$ cat config.mk
export PLATFORM = sky130hd
export DESIGN_NAME = serial_adder
export DESIGN_NICKNAME = d
export VERILOG_FILES = /design/src/rtl/adder_pkg.sv /design/src/rtl/add_slice.sv /design/src/rtl/serial_adder.sv
export SDC_FILE = /design/constraint.sdc
export NUM_CORES = 1
export LEC_CHECK = 0
export ABC_CLOCK_PERIOD_IN_PS = 6900
export CAP_MARGIN = 10
export CORE_MARGIN = 2
export CORE_UTILIZATION = 40
export DETAILED_ROUTE_END_ITERATION = 10
export MAX_ROUTING_LAYER = met4
export PLACE_DENSITY = 0.65
export SYNTH_ARGS = -nofsm -noshare
export SYNTH_HDL_FRONTEND = slang
export SYNTH_HIERARCHICAL = 1
export SYNTH_SLANG_ARGS = --single-unit
$ cat constraint.sdc
create_clock -name CLK -period 6.9 [get_ports CLK]
set_clock_uncertainty 0.2 [all_clocks]
set_input_delay 1.38 -clock CLK [delete_from_list [all_inputs] [get_ports CLK]]
set_output_delay 1.38 -clock CLK [all_outputs]
set_load 0.05 [all_outputs]
$ cat src/rtl/adder_pkg.sv
// Shared types for the digit-serial adder/subtractor.
package adder_pkg;

  typedef enum logic [1:0] {
    IDLE = 2'd0,
    RUN  = 2'd1,
    DONE = 2'd2
  } state_e;

  // Value of the SUB input that selects subtraction.
  localparam logic OP_SUB = 1'b1;

endpackage

$ cat src/rtl/add_slice.sv
// DIGIT-bit combinational ripple slice; also exports the carry into its top bit
// so the caller can derive signed overflow on the most significant digit.
module add_slice #(
  parameter int unsigned DIGIT = 2
) (
  input  logic [DIGIT-1:0] A,
  input  logic [DIGIT-1:0] B,
  input  logic             CIN,
  output logic [DIGIT-1:0] S,
  output logic             COUT,
  output logic             MSB_CIN
);

  localparam int unsigned SW = DIGIT + 1;

  logic [SW-1:0] sum;

  always_comb begin
    sum     = SW'(A) + SW'(B) + SW'(CIN);
    S       = sum[DIGIT-1:0];
    COUT    = sum[DIGIT];
    // Sum bit = a ^ b ^ carry_in, so the carry into the top bit falls out directly.
    MSB_CIN = A[DIGIT-1] ^ B[DIGIT-1] ^ sum[DIGIT-1];
  end

endmodule

$ cat src/rtl/serial_adder.sv
// Multi-cycle adder/subtractor: WIDTH-bit operands processed DIGIT bits per clock
// through one shared slice, with valid/ready handshakes on both sides.
module serial_adder
  import adder_pkg::*;
#(
  parameter int unsigned WIDTH = 8,
  parameter int unsigned DIGIT = 2
) (
  input  logic             CLK,
  input  logic             RST,
  input  logic             IN_VALID,
  output logic             IN_READY,
  input  logic [WIDTH-1:0] A,
  input  logic [WIDTH-1:0] B,
  input  logic             CIN,
  input  logic             SUB,
  output logic             OUT_VALID,
  input  logic             OUT_READY,
  output logic [WIDTH-1:0] S,
  output logic             COUT,
  output logic             OVF
);

  localparam int unsigned N  = WIDTH / DIGIT;
  localparam int unsigned CW = (N > 1) ? $clog2(N) : 1;
  localparam logic [CW-1:0] LAST = CW'(N - 1);

  generate
    if (DIGIT < 1 || DIGIT > WIDTH || (WIDTH % DIGIT) != 0) begin : g_bad_params
      $error("serial_adder: WIDTH must be a non-zero multiple of DIGIT");
    end
  endgenerate

  state_e           state_q, state_d;
  logic [CW-1:0]    cnt_q, cnt_d;
  logic [WIDTH-1:0] a_q, a_d;
  logic [WIDTH-1:0] b_q, b_d;
  logic             carry_q, carry_d;
  logic [WIDTH-1:0] s_q, s_d;
  logic             cout_q, cout_d;
  logic             ovf_q, ovf_d;

  logic [DIGIT-1:0] slice_a, slice_b, slice_s;
  logic             slice_cout, slice_msb_cin;

  // State register.
  always_ff @(posedge CLK or posedge RST) begin
    if (RST) state_q <= IDLE;
    else     state_q <= state_d;
  end

  // Next-state logic.
  always_comb begin
    state_d = state_q;
    case (state_q)
      IDLE:    if (IN_VALID) state_d = RUN;
      RUN:     if (cnt_q == LAST) state_d = DONE;
      DONE:    if (OUT_READY) state_d = IDLE;
      default: state_d = IDLE;
    endcase
  end

  // Handshake outputs decode the state register only.
  always_comb begin
    IN_READY  = 1'b0;
    OUT_VALID = 1'b0;
    case (state_q)
      IDLE:    IN_READY  = 1'b1;
      DONE:    OUT_VALID = 1'b1;
      default: ;
    endcase
  end

  // Select the current digit of each operand for the shared slice.
  always_comb begin
    slice_a = '0;
    slice_b = '0;
    for (int unsigned k = 0; k < N; k++) begin
      if (cnt_q == CW'(k)) begin
        slice_a = a_q[k*DIGIT +: DIGIT];
        slice_b = b_q[k*DIGIT +: DIGIT];
      end
    end
  end

  add_slice #(.DIGIT(DIGIT)) u_slice (
    .A       (slice_a),
    .B       (slice_b),
    .CIN     (carry_q),
    .S       (slice_s),
    .COUT    (slice_cout),
    .MSB_CIN (slice_msb_cin)
  );

  // Datapath: operand capture in IDLE, one digit per clock in RUN.
  always_comb begin
    cnt_d   = cnt_q;
    a_d     = a_q;
    b_d     = b_q;
    carry_d = carry_q;
    s_d     = s_q;
    cout_d  = cout_q;
    ovf_d   = ovf_q;
    case (state_q)
      IDLE: begin
        if (IN_VALID) begin
          a_d     = A;
          b_d     = (SUB == OP_SUB) ? ~B : B;
          carry_d = (SUB == OP_SUB) ? 1'b1 : CIN;
          cnt_d   = '0;
        end
      end
      RUN: begin
        for (int unsigned k = 0; k < N; k++) begin
          if (cnt_q == CW'(k)) s_d[k*DIGIT +: DIGIT] = slice_s;
        end
        carry_d = slice_cout;
        cnt_d   = cnt_q + CW'(1);
        if (cnt_q == LAST) begin
          cout_d = slice_cout;
          ovf_d  = slice_msb_cin ^ slice_cout;
        end
      end
      default: ;
    endcase
  end

  always_ff @(posedge CLK or posedge RST) begin
    if (RST) begin
      cnt_q   <= '0;
      a_q     <= '0;
      b_q     <= '0;
      carry_q <= 1'b0;
      s_q     <= '0;
      cout_q  <= 1'b0;
      ovf_q   <= 1'b0;
    end else begin
      cnt_q   <= cnt_d;
      a_q     <= a_d;
      b_q     <= b_d;
      carry_q <= carry_d;
      s_q     <= s_d;
      cout_q  <= cout_d;
      ovf_q   <= ovf_d;
    end
  end

  assign S    = s_q;
  assign COUT = cout_q;
  assign OVF  = ovf_q;

endmodule

==> insert_results.sql, run 1 <==
INSERT INTO impl_metrics (metric_group, metric, value, unit) VALUES
('final_layout', 'multiInputGateArea', '694', 'um2'),
('setup_path', 'crit_required', '5.32', 'ns'),
('synth', 'synth_compound_gate_area_share', '10.6', '%'),
('cts', 'clock_latency', '0.29', 'ns'),
('min_path', 'worst_hold_startpoint', 'OVF$_DFFE_PP0P_', ''),
('timing', 'final_worst_setup_slack', '3.59', 'ns'),
('route', 'routedWlPerCell', '12.6', 'um'),
('timing', 'finalHoldViolations', '0', ''),
('setup_path', 'reg2reg_setup_slack', '3.75', 'ns'),
('power', 'total_leakage_power', '0.000932', 'uW'),
('cts', 'numClockSinks', '31', ''),
('placed_design', 'placement.cell_area', '1910', 'um2'),
('min_path', 'holdPathStages', '2', ''),
('grt', 'groute.usage.overall', '15.7', '%'),
('floorplanning', 'fp.dieArea', '4430', 'um2'),
('final_layout', 'synthToLayoutAreaGrowth', '30.9', '%'),
('final_layout', 'fillCellCount', '338', ''),
('floorplanning', 'initial_utilization', '42.1', '%'),
('synth', 'netlist_area', '1570', 'um2'),
('timing', 'worst_hold_slack', '0.280', 'ns'),
('synth', 'post_synthesis_adder_cell_area_fraction', '6.55', '%'),
('placed_design', 'place.detailed.hpwl', '2310', 'um'),
('floorplanning', 'die_w', '66.6', 'um'),
('timing', 'rsz0062_at_grt', 'no', ''),
('setup_path', 'reg2reg_to', 'OVF$_DFFE_PP0P_', ''),
('grt', 'first_global_vias', '1148', ''),
('grt', 'antenna_found_initial', '0', ''),
('min_path', 'worstHoldPathType', 'reg2reg', ''),
('route', 'dr.first_iter.drc_count', '36', ''),
('timing', 'final_max_slew_viol_count', '0', ''),
('power', 'power.ir.vdd_worst', '0.184', 'mV'),
('timing', 'worst-slew-pin-transition', '0.921', 'ns'),
('setup_path', 'critical_path.max_fanout', '7', ''),
('setup_path', 'critPathCaptureType', 'output pin', ''),
('synth', 'syn_nets', '185', ''),
('setup_path', 'criticalPathCategory', 'reg2out', ''),
('floorplanning', 'num_io_pins', '34', ''),
('final_layout', 'final_layout_size_suffix_gt1_share', '12.0', '%'),
('route', 'totalWireLength', '3030', 'um'),
('floorplanning', 'row_count', '22', ''),
('synth', 'synthesized_area_fraction_occupied_by_and_or_nand_nor_cells', '15.2', '%'),
('setup_path', 'timing.critical_path.arrival', '1.73', 'ns'),
('floorplanning', 'floorplan.core_area', '3720', 'um2'),
('timing', 'setup_total_negative_slack', '0', 'ns'),
('synth', 'number_of_warnings_issued_by_yosys', '6', ''),
('setup_path', 'worst_r2r_path_depth', '10', ''),
('cts', 'clk_pin_slew', '0.07', 'ns'),
('timing', 'finalSetupViolCount', '0', ''),
('timing', 'layout_min_cycle_time', '3.31', 'ns'),
('synth', 'combinational_family_with_the_most_area_after_synthesis', 'simple AND/OR/NAND/NOR gates', ''),
('cts', 'cts_hold_buffers', '0', ''),
('timing', 'achievable-frequency', '302', 'MHz'),
('placed_design', 'io_buffers', '33', ''),
('status', 'result_of_the_run', 'finished clean', ''),
('route', 'drt.antenna.violating_nets', '0', ''),
('setup_path', 'critical_path.startpoint_type', 'register', ''),
('grt', 'pin_count_of_the_biggest_net_entering_global_routing', '32', ''),
('cts', 'cts_tree', 'yes', ''),
('cts', 'clock_path_buffers', '2', ''),
('power', 'p_per_area', '567', 'nW/um2'),
('final_layout', 'layout.cells.most_common_list', 'nand2_1 (40), clkdlybuf4s50_1 (33), dfrtp_1 (31)', ''),
('final_layout', 'final_nets', '220', ''),
('synth', 'share_of_synthesized_area_occupied_by_flip_flops_and_latches', '49.6', '%'),
('setup_path', 'r2r-start', 'cnt_q[0]$_DFFE_PP0P_', ''),
('route', 'route.detailed.drc', '0', ''),
('final_layout', 'final_common_cell', 'nand2_1', ''),
('final_layout', 'postLayoutCoreUtil', '55.2', '%'),
('cts', 'number_of_levels_the_h_tree_was_split_into', '2', ''),
('cts', 'root_buffer', 'clkbuf_8', ''),
('cts', 'cts_made_buffers', '5', ''),
('synth', 'syn_avg_cell_area', '10.0', 'um2');
-- critical path, stage by stage, from the launching register on --
cell	delay [ns]
dfrtp_1	0.43
nand2b_1	0.17
inv_1	0.05
clkdlybuf4s50_1	0.79
-- cell usage after synthesis (all sizes together) --
library cell | instances | share of area (%)
a221oi | 3 | 1.7
ha | 5 | 4.0
nand3 | 3 | 0.96
a21oi | 2 | 0.64
mux2 | 9 | 6.5
and2b | 1 | 0.48
nand3b | 1 | 0.48
nor3b | 1 | 0.48
nand2 | 40 | 9.6
nor2 | 1 | 0.24
a22o | 1 | 0.56
or3b | 1 | 0.56
fa | 2 | 2.6
inv | 13 | 3.1
nand2b | 2 | 0.80
nor2b | 4 | 1.6
o21ai | 15 | 5.8
o31ai | 4 | 1.9
dfrtp | 31 | 50
buf | 6 | 2.7
clkbuf | 1 | 0.24
xnor2 | 10 | 5.6
-- per-stage QoR --
step	power, uW	cells
5_1_grt	1260	240
3_3_place_gp	961	230
4_1_cts	1170	238
3_5_place_dp	990	230
2_1_floorplan	820	156
6_report	1160	240
-- sequential cells by signal (all words and copies together) (netlist names) --
name     flops
carry_q      1
b_q          8
state_q      2
S            8
cnt_q        2
a_q          8
OVF          1
COUT         1
-- worst max path at each step --
stage,startpoint,endpoint,slack (ns),cells after the start
after floorplan,cnt_q[0]$_DFFE_PP0P_,OVF$_DFFE_PP0P_,4.05,10
after global placement,IN_VALID,carry_q$_DFFE_PP0P_,3.52,4
after detailed placement,IN_VALID,carry_q$_DFFE_PP0P_,3.40,4
after CTS,state_q[0]$_DFFE_PP0P_,OUT_VALID,3.57,3
after global routing,state_q[0]$_DFFE_PP0P_,OUT_VALID,3.52,3
final,state_q[0]$_DFFE_PP0P_,OUT_VALID,3.59,3
-- logic make-up (layout without fill, tap and decap cells) --
kind of cell,Yosys count,after routing
compound gates,25,25
flops,31,31
simple gates,54,54
buf+inv,20,56
mux,9,9
fa+ha+maj,7,7
xor+xnor,10,10
-- metal layers --
metal | track usage (%) | vias to the layer above | wire length, um
li1 | - | 576 | -
met4 | 4.59 | 0 | 23
met2 | 27.5 | 26 | 1620
met1 | 16.8 | 528 | 1230
met5 | - | - | 0
met3 | 5.57 | 3 | 154
-- final cells by class --
class                           instances  share of cell area, %
Clock buffer                            6                   4.03
Clock inverter                          2                   1.71
Inverter                               13                   2.38
Multi-Input combinational cell        105                   33.9
Sequential cell                        31                   37.9
Tap cell                               48                   2.93
Timing Repair Buffer                   35                   17.2
-- report_power, final --
| group | leakage [uW] | internal, uW | switching, uW |
|---|---|---|---|
| Sequential | 0.000382 | 273 | 52.8 |
| Combinational | 0.000489 | 270 | 384 |
| Clock | 0.0000612 | 117 | 66.2 |
Power figures use the tool's default switching activity.
==> run 2: changes to the inputs <==
--- a/config.mk
+++ b/config.mk
@@ -5,7 +5,7 @@
 export SDC_FILE = /design/constraint.sdc
 export NUM_CORES = 1
 export LEC_CHECK = 0
-export ABC_CLOCK_PERIOD_IN_PS = 6900
+export ABC_CLOCK_PERIOD_IN_PS = 3150
 export CAP_MARGIN = 10
 export CORE_MARGIN = 2
 export CORE_UTILIZATION = 40
==> constraint.sdc (replaced) <==
create_clock -name CLK -period 3.15 [get_ports CLK]
set_clock_uncertainty 0.2 [all_clocks]
set_input_delay 0.63 -clock CLK [delete_from_list [all_inputs] [get_ports CLK]]
set_output_delay 0.63 -clock CLK [all_outputs]
set_load 0.05 [all_outputs]
==> run 2 against run 1 <==
Global-route usage increased by 0.67 points. Non-clock buffer count increased by 1. Die area unchanged. Clock power increased by 87%. Setup slack got worse by 3.4 ns. Final area increased by 0.49%. Hold slack improved by 0.0055 ns. Via count increased by 0.79%. Wire length decreased by 0.76%. Cell count increased by 0.42%. Flip-flop and latch count unchanged. Critical endpoint is now OVF$_DFFE_PP0P_. Largest cell class unchanged. Highest routed layer unchanged.
==> insert_results.sql, run 2 (synthesis gave the netlist of run 1 again) <==
INSERT INTO impl_metrics (metric_group, metric, value, unit) VALUES
('status', 'result_of_the_run', 'finished clean', ''),
('placed_design', 'placer_s_final_routability_congestion_estimate', '0.855', ''),
('cts', 'cts_made_buffers', '5', ''),
('power', 'power.share.switching', '43.5', '%'),
('setup_path', 'crit_required', '3.10', 'ns'),
('cts', 'cts_hold_buffers', '0', ''),
('grt', 'antenna_found_initial', '0', ''),
('timing', 'achievable-frequency', '343', 'MHz'),
('cts', 'clock_latency', '0.28', 'ns'),
('cts', 'number_of_levels_the_h_tree_was_split_into', '2', ''),
('setup_path', 'critPathCaptureType', 'register', ''),
('cts', 'cts_tree', 'yes', ''),
('placed_design', 'place.detailed.instances', '232', ''),
('final_layout', 'synthToLayoutAreaGrowth', '31.6', '%'),
('timing', 'timing.max_slew.rel_slack', '41.8', '%'),
('setup_path', 'max_stage_delay', '0.57', 'ns'),
('floorplanning', 'fp.dieH', '66.6', 'um'),
('power', 'p_total', '2590', 'uW'),
('route', 'route.detailed.drc', '0', ''),
('setup_path', 'critical_path.startpoint_type', 'register', ''),
('floorplanning', 'row_count', '22', ''),
('timing', 'worst_hold_slack', '0.285', 'ns'),
('floorplanning', 'die_w', '66.6', 'um'),
('flow_run', 'max-cap-violations', '0', ''),
('route', 'drt_first_pass_iters', '4', ''),
('power', 'total_switching_power', '1130', 'uW'),
('final_layout', 'stdcell_count', '241', ''),
('route', 'routedWlPerCell', '12.5', 'um'),
('power', 'p_per_area', '1260', 'nW/um2'),
('cts', 'clk_pin_slew', '0.07', 'ns'),
('grt', 'groute.usage.overall', '16.4', '%'),
('power', 'share_comb_of_total_power', '59.1', '%'),
('grt', 'pin_count_of_the_biggest_net_entering_global_routing', '32', ''),
('grt', 'gr-total-overflow', '0', ''),
('grt', 'grt_first_pass_wirelength', '5280', 'um'),
('grt', 'first_global_vias', '1151', ''),
('route', 'dr.first_iter.drc_count', '55', ''),
('cts', 'numClockSinks', '31', ''),
('route', 'drt.antenna.violating_nets', '0', ''),
('final_layout', 'final_nets', '221', ''),
('placed_design', 'io_buffers', '33', ''),
('power', 'power.sequential.fraction', '27.7', '%'),
('final_layout', 'antenna_cells_inserted', '0', ''),
('final_layout', 'final_layout_size_suffix_gt1_share', '16.1', '%'),
('floorplanning', 'initial_utilization', '42.1', '%'),
('final_layout', 'layout.cells.most_common_list', 'nand2_1 (40), clkdlybuf4s50_1 (33), dfrtp_1 (31)', ''),
('route', 'totalWireLength', '3000', 'um'),
('floorplanning', 'floorplan.core_area', '3720', 'um2'),
('cts', 'root_buffer', 'clkbuf_8', ''),
('power', 'total_leakage_power', '0.000929', 'uW'),
('power', 'power_frac_clock', '13.2', '%'),
('floorplanning', 'fp.dieArea', '4430', 'um2'),
('setup_path', 'slowest_stage', 'fa_2', ''),
('power', 'p_int', '1460', 'uW'),
('timing', 'layout_min_cycle_time', '2.92', 'ns'),
('setup_path', 'critical_path.max_fanout', '4', ''),
('final_layout', 'final_common_cell', 'nand2_1', ''),
('min_path', 'worstHoldPathType', 'reg2reg', ''),
('route', 'viasPerCell', '4.74', ''),
('timing', 'finalHoldViolations', '0', ''),
('timing', 'worst-slew-pin-transition', '0.874', 'ns'),
('cts', 'clock_path_buffers', '2', ''),
('timing', 'timing.final.crit_share', '92.6', '%'),
('power', 'power.ir.vdd_worst', '0.413', 'mV'),
('setup_path', 'worstPathCellList', 'inv_1, ha_2, nor2b_4, a221oi_1, o31ai_1, inv_1, fa_2, fa_2, xnor2_2, xnor2_1, o21ai_0', ''),
('timing', 'finalSetupViolCount', '0', ''),
('floorplanning', 'num_io_pins', '34', ''),
('timing', 'final_max_slew_viol_count', '0', ''),
('route', 'num_vias', '1142', ''),
('setup_path', 'timing.critical_path.arrival', '2.87', 'ns'),
('setup_path', 'criticalPathCategory', 'reg2reg', ''),
('placed_design', 'place.detailed.hpwl', '2200', 'um');
[run 2: cell types whose count changed in the layout (fill, tap and decap cells not counted), moves of 2 or more]
cell,previous run,this run
buf_4,0,3
ha_2,0,3
fa_1,2,0
fa_2,0,2
ha_1,5,2
[run 2: worst paths after layout]
path,from,end,slack (ns),cells after the start
worst max-delay path,cnt_q[0]$_DFFE_PP0P_,OVF$_DFFE_PP0P_,0.23,11
worst min-delay path,a_q[3]$_DFFE_PP0P_,a_q[3]$_DFFE_PP0P_,0.29,2
max in group asynchronous,RST,carry_q$_DFFE_PP0P_,1.92,3
worst min register to register,a_q[3]$_DFFE_PP0P_,a_q[3]$_DFFE_PP0P_,0.29,2
worst max register to register,cnt_q[0]$_DFFE_PP0P_,OVF$_DFFE_PP0P_,0.23,11
min in group asynchronous,RST,S[2]$_DFFE_PP0P_,0.54,3
[run 2: area by class of cell]
class	count	area, um2
multi-input cells	105	722
inverters	13	48.8
repair buffers	36	353
clock buffers	8	100
well taps	48	60.1
fillers	353	1660
flip-flops and latches	31	776
[run 2: stage by stage]
stage                      TNS, ns  util [%]  worst slack, ns  area (um2)
after detailed placement  -0.00205      51.8         -0.00205        1920
after global placement           0      51.8            0.199        1920
after floorplan                  0         -            0.305        1570
final                            0      55.4            0.233        2060
after global routing      -0.00658      55.4         -0.00658        2060
after CTS                        0      54.5           0.0395        2030
[run 2: critical path: cells and delay by family (launching register included)]
kind,cells,cell delay [ns]
fa+ha+maj,3,1.16
compound gates,3,0.41
flops,1,0.41
xor+xnor,2,0.24
buf+inv,2,0.20
simple gates,1,0.17
[run 2: what timing repair did]
item / in CTS / in global routing
pin swaps: 0 / 2
gates resized for setup: 1 / 8
buffers inserted: 0 / 1
endpoints found under the setup margin: 1 / 5
endpoints found under the hold margin: 0 / 0
[run 2: routing by layer]
layer	vias up	share of wire, %	GRT usage (%)
met5	-	0	-
met4	0	0.97	4.59
met3	3	4.7	5.07
met2	27	50	27.5
met1	536	44	19.1
li1	576	-	-
[run 2: power groups by stage]
stage,Combinational [uW],Sequential (uW),Clock (uW)
2_1_floorplan,879,917,0
3_3_place_gp,1390,718,0
3_5_place_dp,1430,725,0
4_1_cts,1440,719,351
5_1_grt,1720,742,374
6_report,1530,718,342
